File: src/rtl/arf070b144e1r1w0cbbeheaa4acw_bcam_mbist_seq.sv
// rtl/arf070b144e1r1w0cbbeheaa4acw_bcam_mbist_seq.sv - BCAM MBIST sequencer (write / hit-compare / walking-mask miss-compare)
//
// Purpose: runs a two-background march over the BCAM. For each background
// (true, then inverted) every entry is written with the 0x55..5 pattern,
// one hit compare expects all entries to match, then one miss compare per
// walking-mask position expects no entry to match. pass reports the result.
//
// Ports:
//   bist_clk, bist_rst      clock, synchronous active-high reset
//   start                   one-cycle test request (ignored while busy)
//   busy, done, pass        status: in progress, end pulse, sticky result
//   bist_wr_en/addr/data    CAM write port (data is the true background)
//   bist_cm_mode            handler-generated compare data select
//   bist_cd_mask_enable     apply walking-mask flip to compare data
//   bist_rotate_mask        one-cycle walking-mask rotate
//   bist_data_inv           background select (0 = true, 1 = inverted)
//   bist_cm_en              issue one compare
//   cm_hit_vec              per-entry match result, valid CM_LAT cycles after bist_cm_en
//
// Optional feature macro: BCAM_SEQ_FAIL_LOG_EN adds fail_valid, fail_bg,
// fail_bit (RF_DWIDTH means the hit compare) and fail_vec, which capture
// the first failing compare of a test.

module arf070b144e1r1w0cbbeheaa4acw_bcam_mbist_seq #(
  parameter int RF_DWIDTH = 72,
  parameter int RF_DEPTH  = 64,
  parameter int AWIDTH    = 6,
  parameter int CM_LAT    = 2
) (
  input  logic                            bist_clk,
  input  logic                            bist_rst,
  input  logic                            start,
  output logic                            busy,
  output logic                            done,
  output logic                            pass,
  output logic                            bist_wr_en,
  output logic [AWIDTH-1:0]               bist_wr_addr,
  output logic [RF_DWIDTH-1:0]            bist_wr_data,
  output logic                            bist_cm_mode,
  output logic                            bist_cd_mask_enable,
  output logic                            bist_rotate_mask,
  output logic                            bist_data_inv,
  output logic                            bist_cm_en,
`ifdef BCAM_SEQ_FAIL_LOG_EN
  output logic                            fail_valid,
  output logic                            fail_bg,
  output logic [$clog2(RF_DWIDTH+1)-1:0]  fail_bit,
  output logic [RF_DEPTH-1:0]             fail_vec,
`endif
  input  logic [RF_DEPTH-1:0]             cm_hit_vec
);

  localparam int BW = $clog2(RF_DWIDTH + 1);

  function automatic logic [RF_DWIDTH-1:0] bg_pattern();
    logic [RF_DWIDTH-1:0] p;
    p = '0;
    for (int i = 0; i < RF_DWIDTH; i++) p[i] = (i % 2 == 0);
    return p;
  endfunction

  localparam logic [RF_DWIDTH-1:0] BG_PAT = bg_pattern();

  typedef enum logic [3:0] {
    S_IDLE, S_WRITE, S_CMP_HIT, S_WAIT_HIT, S_CMP_MISS,
    S_WAIT_MISS, S_ROTATE, S_NEXT_BG, S_DONE
  } state_t;

  state_t state, state_nxt;

  logic [AWIDTH-1:0] entry_cnt;
  logic [BW-1:0]     bit_cnt;
  logic [2:0]        wait_cnt;

  logic entry_last, wait_last, bit_last, start_acc;
  logic cmp_sample, cmp_bad;

  assign entry_last = (entry_cnt == AWIDTH'(RF_DEPTH - 1));
  assign wait_last  = (wait_cnt == 3'(CM_LAT - 1));
  assign bit_last   = (bit_cnt == BW'(RF_DWIDTH - 1));
  assign start_acc  = (state == S_IDLE) && start;

  // The match vector is only meaningful in the final wait cycle.
  assign cmp_sample = ((state == S_WAIT_HIT) || (state == S_WAIT_MISS)) && wait_last;
  assign cmp_bad    = (state == S_WAIT_HIT) ? (cm_hit_vec != '1) : (cm_hit_vec != '0);

  // State register
  always_ff @(posedge bist_clk) begin
    if (bist_rst) state <= S_IDLE;
    else          state <= state_nxt;
  end

  // Next-state logic
  always_comb begin
    state_nxt = state;
    case (state)
      S_IDLE:      if (start) state_nxt = S_WRITE;
      S_WRITE:     if (entry_last) state_nxt = S_CMP_HIT;
      S_CMP_HIT:   state_nxt = S_WAIT_HIT;
      S_WAIT_HIT:  if (wait_last) state_nxt = S_CMP_MISS;
      S_CMP_MISS:  state_nxt = S_WAIT_MISS;
      S_WAIT_MISS: if (wait_last) state_nxt = S_ROTATE;
      // After the last rotate the mask is back at bit 0 for the next background.
      S_ROTATE:    state_nxt = bit_last ? S_NEXT_BG : S_CMP_MISS;
      S_NEXT_BG:   state_nxt = bist_data_inv ? S_DONE : S_WRITE;
      S_DONE:      state_nxt = S_IDLE;
      default:     state_nxt = S_IDLE;
    endcase
  end

  // Outputs
  always_comb begin
    busy                = (state != S_IDLE) && (state != S_DONE);
    done                = (state == S_DONE);
    bist_wr_en          = (state == S_WRITE);
    bist_wr_addr        = bist_wr_en ? entry_cnt : '0;
    bist_wr_data        = bist_wr_en ? BG_PAT : '0;
    bist_cm_mode        = (state == S_CMP_HIT) || (state == S_WAIT_HIT) ||
                          (state == S_CMP_MISS) || (state == S_WAIT_MISS) ||
                          (state == S_ROTATE);
    bist_cd_mask_enable = (state == S_CMP_MISS);
    bist_rotate_mask    = (state == S_ROTATE);
    bist_cm_en          = (state == S_CMP_HIT) || (state == S_CMP_MISS);
  end

  // Counters, background select and result
  always_ff @(posedge bist_clk) begin
    if (bist_rst) begin
      entry_cnt     <= '0;
      bit_cnt       <= '0;
      wait_cnt      <= '0;
      pass          <= 1'b1;
      bist_data_inv <= 1'b0;
    end else begin
      case (state)
        S_IDLE: begin
          if (start) begin
            pass          <= 1'b1;
            bist_data_inv <= 1'b0;
            entry_cnt     <= '0;
            bit_cnt       <= '0;
          end
        end
        // Hold at the last entry rather than wrapping the address.
        S_WRITE: if (!entry_last) entry_cnt <= entry_cnt + 1'b1;
        S_CMP_HIT, S_CMP_MISS: wait_cnt <= '0;
        S_WAIT_HIT, S_WAIT_MISS: begin
          if (!wait_last)   wait_cnt <= wait_cnt + 1'b1;
          else if (cmp_bad) pass     <= 1'b0;
        end
        S_ROTATE: bit_cnt <= bit_last ? '0 : bit_cnt + 1'b1;
        S_NEXT_BG: begin
          if (!bist_data_inv) begin
            bist_data_inv <= 1'b1;
            entry_cnt     <= '0;
          end
        end
        S_DONE: bist_data_inv <= 1'b0;
        default: ;
      endcase
    end
  end

`ifdef BCAM_SEQ_FAIL_LOG_EN
  // First-failure capture; later failures only clear pass.
  always_ff @(posedge bist_clk) begin
    if (bist_rst || start_acc) begin
      fail_valid <= 1'b0;
      fail_bg    <= 1'b0;
      fail_bit   <= '0;
      fail_vec   <= '0;
    end else if (cmp_sample && cmp_bad && !fail_valid) begin
      fail_valid <= 1'b1;
      fail_bg    <= bist_data_inv;
      fail_bit   <= (state == S_WAIT_HIT) ? BW'(RF_DWIDTH) : bit_cnt;
      fail_vec   <= cm_hit_vec;
    end
  end
`else
  logic unused_start_acc;
  assign unused_start_acc = start_acc | cmp_sample;
`endif

endmodule

File: config.mk
export PLATFORM = sky130hd
export DESIGN_NAME = arf070b144e1r1w0cbbeheaa4acw_bcam_mbist_seq
export DESIGN_NICKNAME = d
export VERILOG_FILES = /design/src/rtl/arf070b144e1r1w0cbbeheaa4acw_bcam_mbist_seq.sv
export SDC_FILE = /design/constraint.sdc
export NUM_CORES = 1
export LEC_CHECK = 0
export BUFFER_PORTS_ARGS = -buffer_cell sky130_fd_sc_hd__buf_2
export CORE_ASPECT_RATIO = 2
export CORE_MARGIN = 10
export CORE_UTILIZATION = 37
export CTS_CLUSTER_DIAMETER = 200
export DETAILED_ROUTE_END_ITERATION = 10
export HOLD_SLACK_MARGIN = 0.12
export PLACE_DENSITY = 0.76
export SLEW_MARGIN = 20
export SYNTH_ARGS = -nofsm -noshare
export SYNTH_HDL_FRONTEND = slang
export SYNTH_SLANG_ARGS = --single-unit
File: constraint.sdc
create_clock -name bist_clk -period 1.9 [get_ports bist_clk]
set_input_delay 0.095 -clock bist_clk [delete_from_list [all_inputs] [get_ports bist_clk]]
set_output_delay 0.095 -clock bist_clk [all_outputs]
set_load 0.01 [all_outputs]
Yosys cells after proc, flatten, opt, wreduce, memory -nomap -nowiden --
Index checks and enable logic that the tools add are counted.
Operators by class: $add $sub $neg 3, equal/unequal tests 22, multiplexer cells 25, reductions and logical operators 22
Operators with widths (number):
- 2-to-1 mux 71 bit | 1
- != test 64 bit (second input constant) | 1
- nonzero test 64 bit | 1
- case mux 4 bit (8 select lines) | 1
- 2-to-1 mux 6 bit | 4
- 2-to-1 mux 4 bit | 5
- case mux 6 bit (3 select lines) | 1
- == test 4 x 3 -> 1 bit (second input constant) | 4
- != test 2 bit (second input constant) | 8
- 2-to-1 mux 7 bit | 2
- case mux 7 bit (2 select lines) | 1
- AND reduction 4 bit | 3
- == test 4 x 2 -> 1 bit (second input constant) | 2
- adder 7 x 1 -> 7 bit (second input constant) | 1
- == test 7 bit (second input constant) | 1
- adder 6 x 1 -> 6 bit (second input constant) | 1
- == test 6 bit (second input constant) | 1
- case mux 3 bit (2 select lines) | 1
- AND reduction 2 bit | 3
- nonzero test 2 bit | 3
- nonzero test 3 bit | 2
- logical OR 1 bit | 5
- 2-to-1 mux 1 bit | 5
- == test 4 x 1 -> 1 bit (second input constant) | 1
- 13 further kinds | 14
Word-level totals: bits in registers 22, input port bits 67, output and inout bits 87, word-level logic and storage cells 78

Depth between registers and ports, before layout --
word-level depth 5, mapped depth 7, depth with buffers taken out 7

Worst setup path after synthesis --
OpenSTA, ideal clock, no wires.
path type register to output, start point register state[0], end point output bist_wr_addr[0], arrival 1.860 ns, data required time 1.805 ns, path slack -0.055 ns, cell stages (with the launch flop) 6, buffers on the path 2, cells stage by stage dfxtp_1 -> buf_4 -> or4b_1 -> buf_2 -> clkinv_1 -> and2_1
On the way: longest elaborated chain between the ends 2
Ends and longest elaborated chain:
- start: declaration | RTL line 69 | state_t state, state_nxt;
- start signal: assignment | RTL line 90 | else state <= state_nxt;
- == test 4 x 1 -> 1 bit | RTL line 115 | bist_wr_en = (state == S_WRITE);
- named net bist_wr_en | RTL line 36 | output logic bist_wr_en,
- 2-to-1 mux 6 bit | RTL line 116 | bist_wr_addr = bist_wr_en ? entry_cnt : '0;
- end: declaration | RTL line 37 | output logic [AWIDTH-1:0] bist_wr_addr,
The timed path passes the listed nets, and every way through them passes these cells.

Final worst setup path --
start point register state[2], end point register state[0]
On the way: longest elaborated chain between the ends 3
Ends and longest elaborated chain:
- == test 4 x 3 -> 1 bit, or another cell as far along | RTL line 96 | case (state)
- != test 2 bit (no line) or != test 2 x 1 -> 1 bit (tied branches)
- AND reduction 4 bit (no line)
Parallel ways exist; a longest one is shown, timed or not. A chain may end at the register's enable or synchronous reset.

==> run_results.csv <==
group,metric,value,unit
clock_tree,postCtsHoldBufs,0,
place,place.gp.congestion,0.864,
clock_tree,cts_root_buf,"clkbuf_8",
worst_setup_path,required,2050,ps
cells_and_area,diodes,0,
cells_and_area,final_cells,438,
sta,holdWs,263,ps
grt,first_global_vias,2433,
synthesis,synth_area,2110,sq um
detailed_routing,drc,0,
cells_and_area,drive_gt1_frac,0.402,
synthesis,synth_area_leader_cell,"buf_4",
synthesis,synth_edf_count,0,
floorplanning,die_y,127,microns
cells_and_area,final_common_cell,"buf_2",
synthesis,seq_area_frac_synth,0.209,
sta,fin_skew,6.31,ps
worst_setup_path,worstPathCellList,"buf_12, or4_1, nor2_1, nor3_2, a2111oi_2",
floorplanning,initial_core_util,0.385,
floorplanning,coreArea,5470,sq um
clock_tree,cts-buffers-inserted,3,
sta,tns,0,ps
worst_setup_path,critPathArrivalTime,1980,ps
detailed_routing,highest_layer,"met4",
worst_setup_path,slowest_delay,520,ps
cells_and_area,fin_area,2590,sq um
worst_setup_path,path_buf_inv,1,
cells_and_area,fillCellCount,543,
floorplanning,die_area,9300,sq um
synthesis,yosys-top-cells-area,"buf_4 (26%), dfxtp_1 (21%), nor4_1 (7.1%), nand4_1 (6.8%), nor2_1 (4.1%)",
place,placed_cells,431,
grt,grt_max_degree,38,
worst_setup_path,critical_path.top_delay_family,"simple AND/OR/NAND/NOR gates",
place,dpl_cell_area,2460,sq um
detailed_routing,wl_met3,1.21,mm
worst_setup_path,worst-path-max-fanout,9,
sta,postLayoutSetupSlackWorst,65.4,ps
detailed_routing,num_vias,2369,
floorplanning,die_w,73.4,microns
clock_tree,cts.sinks,22,
detailed_routing,drt.antenna.violating_nets,0,
worst_setup_path,path_class,"flip-flop to flip-flop",
power,powerDensity,791,nW/um^2
sta,setup-violations-final,0,
synthesis,avgSynthCellArea,7.45,sq um
cells_and_area,final_cell_mix,"buf_2 (117), conb_1 (36), nor4_1 (24)",
clock_tree,cts_max_path_buffers,2,
grt,gr-total-overflow,0,
sta,fin_crit,1830,ps
floorplanning,rows,38,
place,dp_slack,42.0,ps
synthesis,synth_flop_cell,"dfxtp_1",
grt,grt_pass1_wl,10.5,mm
cells_and_area,multi_input_area,1200,sq um
sta,finalCritPeriodShare,0.966,
clock_tree,tritoncts,"built",
sta,hold_viol_final,0,
status,status,"complete, no violations",
worst_setup_path,start_kind,"flip-flop",
synthesis,syn_inst,283,
grt,antenna_found_initial,0,
synthesis,synth_seq_cells,22,
place,io_buffers,117,
sta,drv_slew,0,
worst_setup_path,cp_slowest_cell,"or4_1",
detailed_routing,drtPass1Iterations,4,
clock_tree,worstSkewPairLatency,260,ps
synthesis,ys_types,45,
grt,grt_usage,0.135,
cells_and_area,syn_to_final_growth,23.2,%
cells_and_area,regArea,453,sq um
detailed_routing,vias_per_cell,5.41,
clock_tree,path_clk_slew,90,ps
place,post-dp-hpwl,6.10,mm
clock_tree,h-tree-depth,1,
detailed_routing,drtIter0Drc,57,
hold_path,min_path_type,"primary input to flip-flop",
synthesis,yosys.area.top_type_share,0.260,
detailed_routing,wl_met1,2.15,mm
sta,rsz0062_at_grt,"no",
synthesis,yosysWarnings,0,
detailed_routing,drt-wirelength-per-cell,16.2,microns
sta,clock.fmax,0.545,GHz
cells_and_area,fin_nets,450,
power,peakVddDrop,0.000648,V
run,maxCapViolCount,0,
synthesis,synthArstFlopShare,0,
detailed_routing,wl,7.11,mm
worst_setup_path,critPathCaptureType,"flip-flop",
floorplanning,boundaryPins,154,
detailed_routing,wl_met2,3.57,mm
power,leakagePower,1.23,nW
==> report_power, final <==
group	switching [mW]	total [mW]	internal (mW)
Clock	0.159	0.344	0.185
Sequential	0.0478	0.544	0.496
Combinational	0.653	1.17	0.512
Total	0.860	2.05	1.19
==> final timing paths <==
| check | startpoint | slack, ps | endpoint | cells after the start |
|---|---|---|---|---|
| max reg2reg | state[2] | 70 | state[0] | 5 |
| max | state[2] | 70 | state[0] | 5 |
| min reg2reg | bit_cnt[6] | 500 | bit_cnt[6] | 1 |
| min | bist_rst | 260 | bit_cnt[1] | 2 |
==> cells by family after synthesis <==
family,count (synthesis),synth area share
buf+inv,86,0.287
xor+xnor,2,0.00832
mux,3,0.0143
flops,22,0.209
fa+ha+maj,4,0.0238
simple gates,123,0.325
compound gates,42,0.131
other cells,1,0.00178
==> area by class of cell <==
cell class / count / area share
multi-input combinational: 210 / 0.463
tap: 60 / 0.0289
clock buffer: 4 / 0.0212
inverter: 6 / 0.0135
timing repair buffer: 136 / 0.298
sequential: 22 / 0.175
==> flip-flops by register name, summed over array words and instances (netlist names) <==
| name | count |
|---|---|
| state | 4 |
| bist_data_inv | 1 |
| wait_cnt | 3 |
| pass | 1 |
| bit_cnt | 7 |
| entry_cnt | 6 |
==> what timing repair did <==
action	4_1_cts	5_1_grt
pin swaps	0	0
gates cloned	0	1
buffers inserted	0	2
setup endpoints to repair	43	41
gates resized for setup	6	6
==> synth_stat cells (2+ instances only) <==
cell and count:
nand2b_1 4, nand4_1 23, nand3_1 3, nand3b_1 2
a311oi_1 2, nand2_1 15, a41oi_1 2, or4b_1 3
nor4_1 24, clkbuf_1 4, nor2b_1 3, buf_4 73
o21ai_0 11, a31oi_1 3, nor3_1 8, inv_1 4
and3_1 2, buf_2 2, mux2i_1 3, ha_1 4
and2_1 6, or3_1 2, nor2_1 23, a21oi_1 14
a211oi_1 2, dfxtp_1 22
==> per-stage QoR <==
| stage | util | power [mW] |
|---|---|---|
| 2_1_floorplan | - | 1.47 |
| 3_3_place_gp | 0.449 | 1.63 |
| 3_5_place_dp | 0.449 | 1.65 |
| 4_1_cts | 0.462 | 2.01 |
| 5_1_grt | 0.475 | 2.22 |
| 6_report | 0.475 | 2.05 |
==> per-layer routing <==
layer  global-route usage  vias up
li1                     -     1130
met1                0.110     1083
met2                0.243      145
met3               0.0742       11
met4               0.0717        0
met5                    0        -
Note: power is estimated with default switching activity, not from simulation.
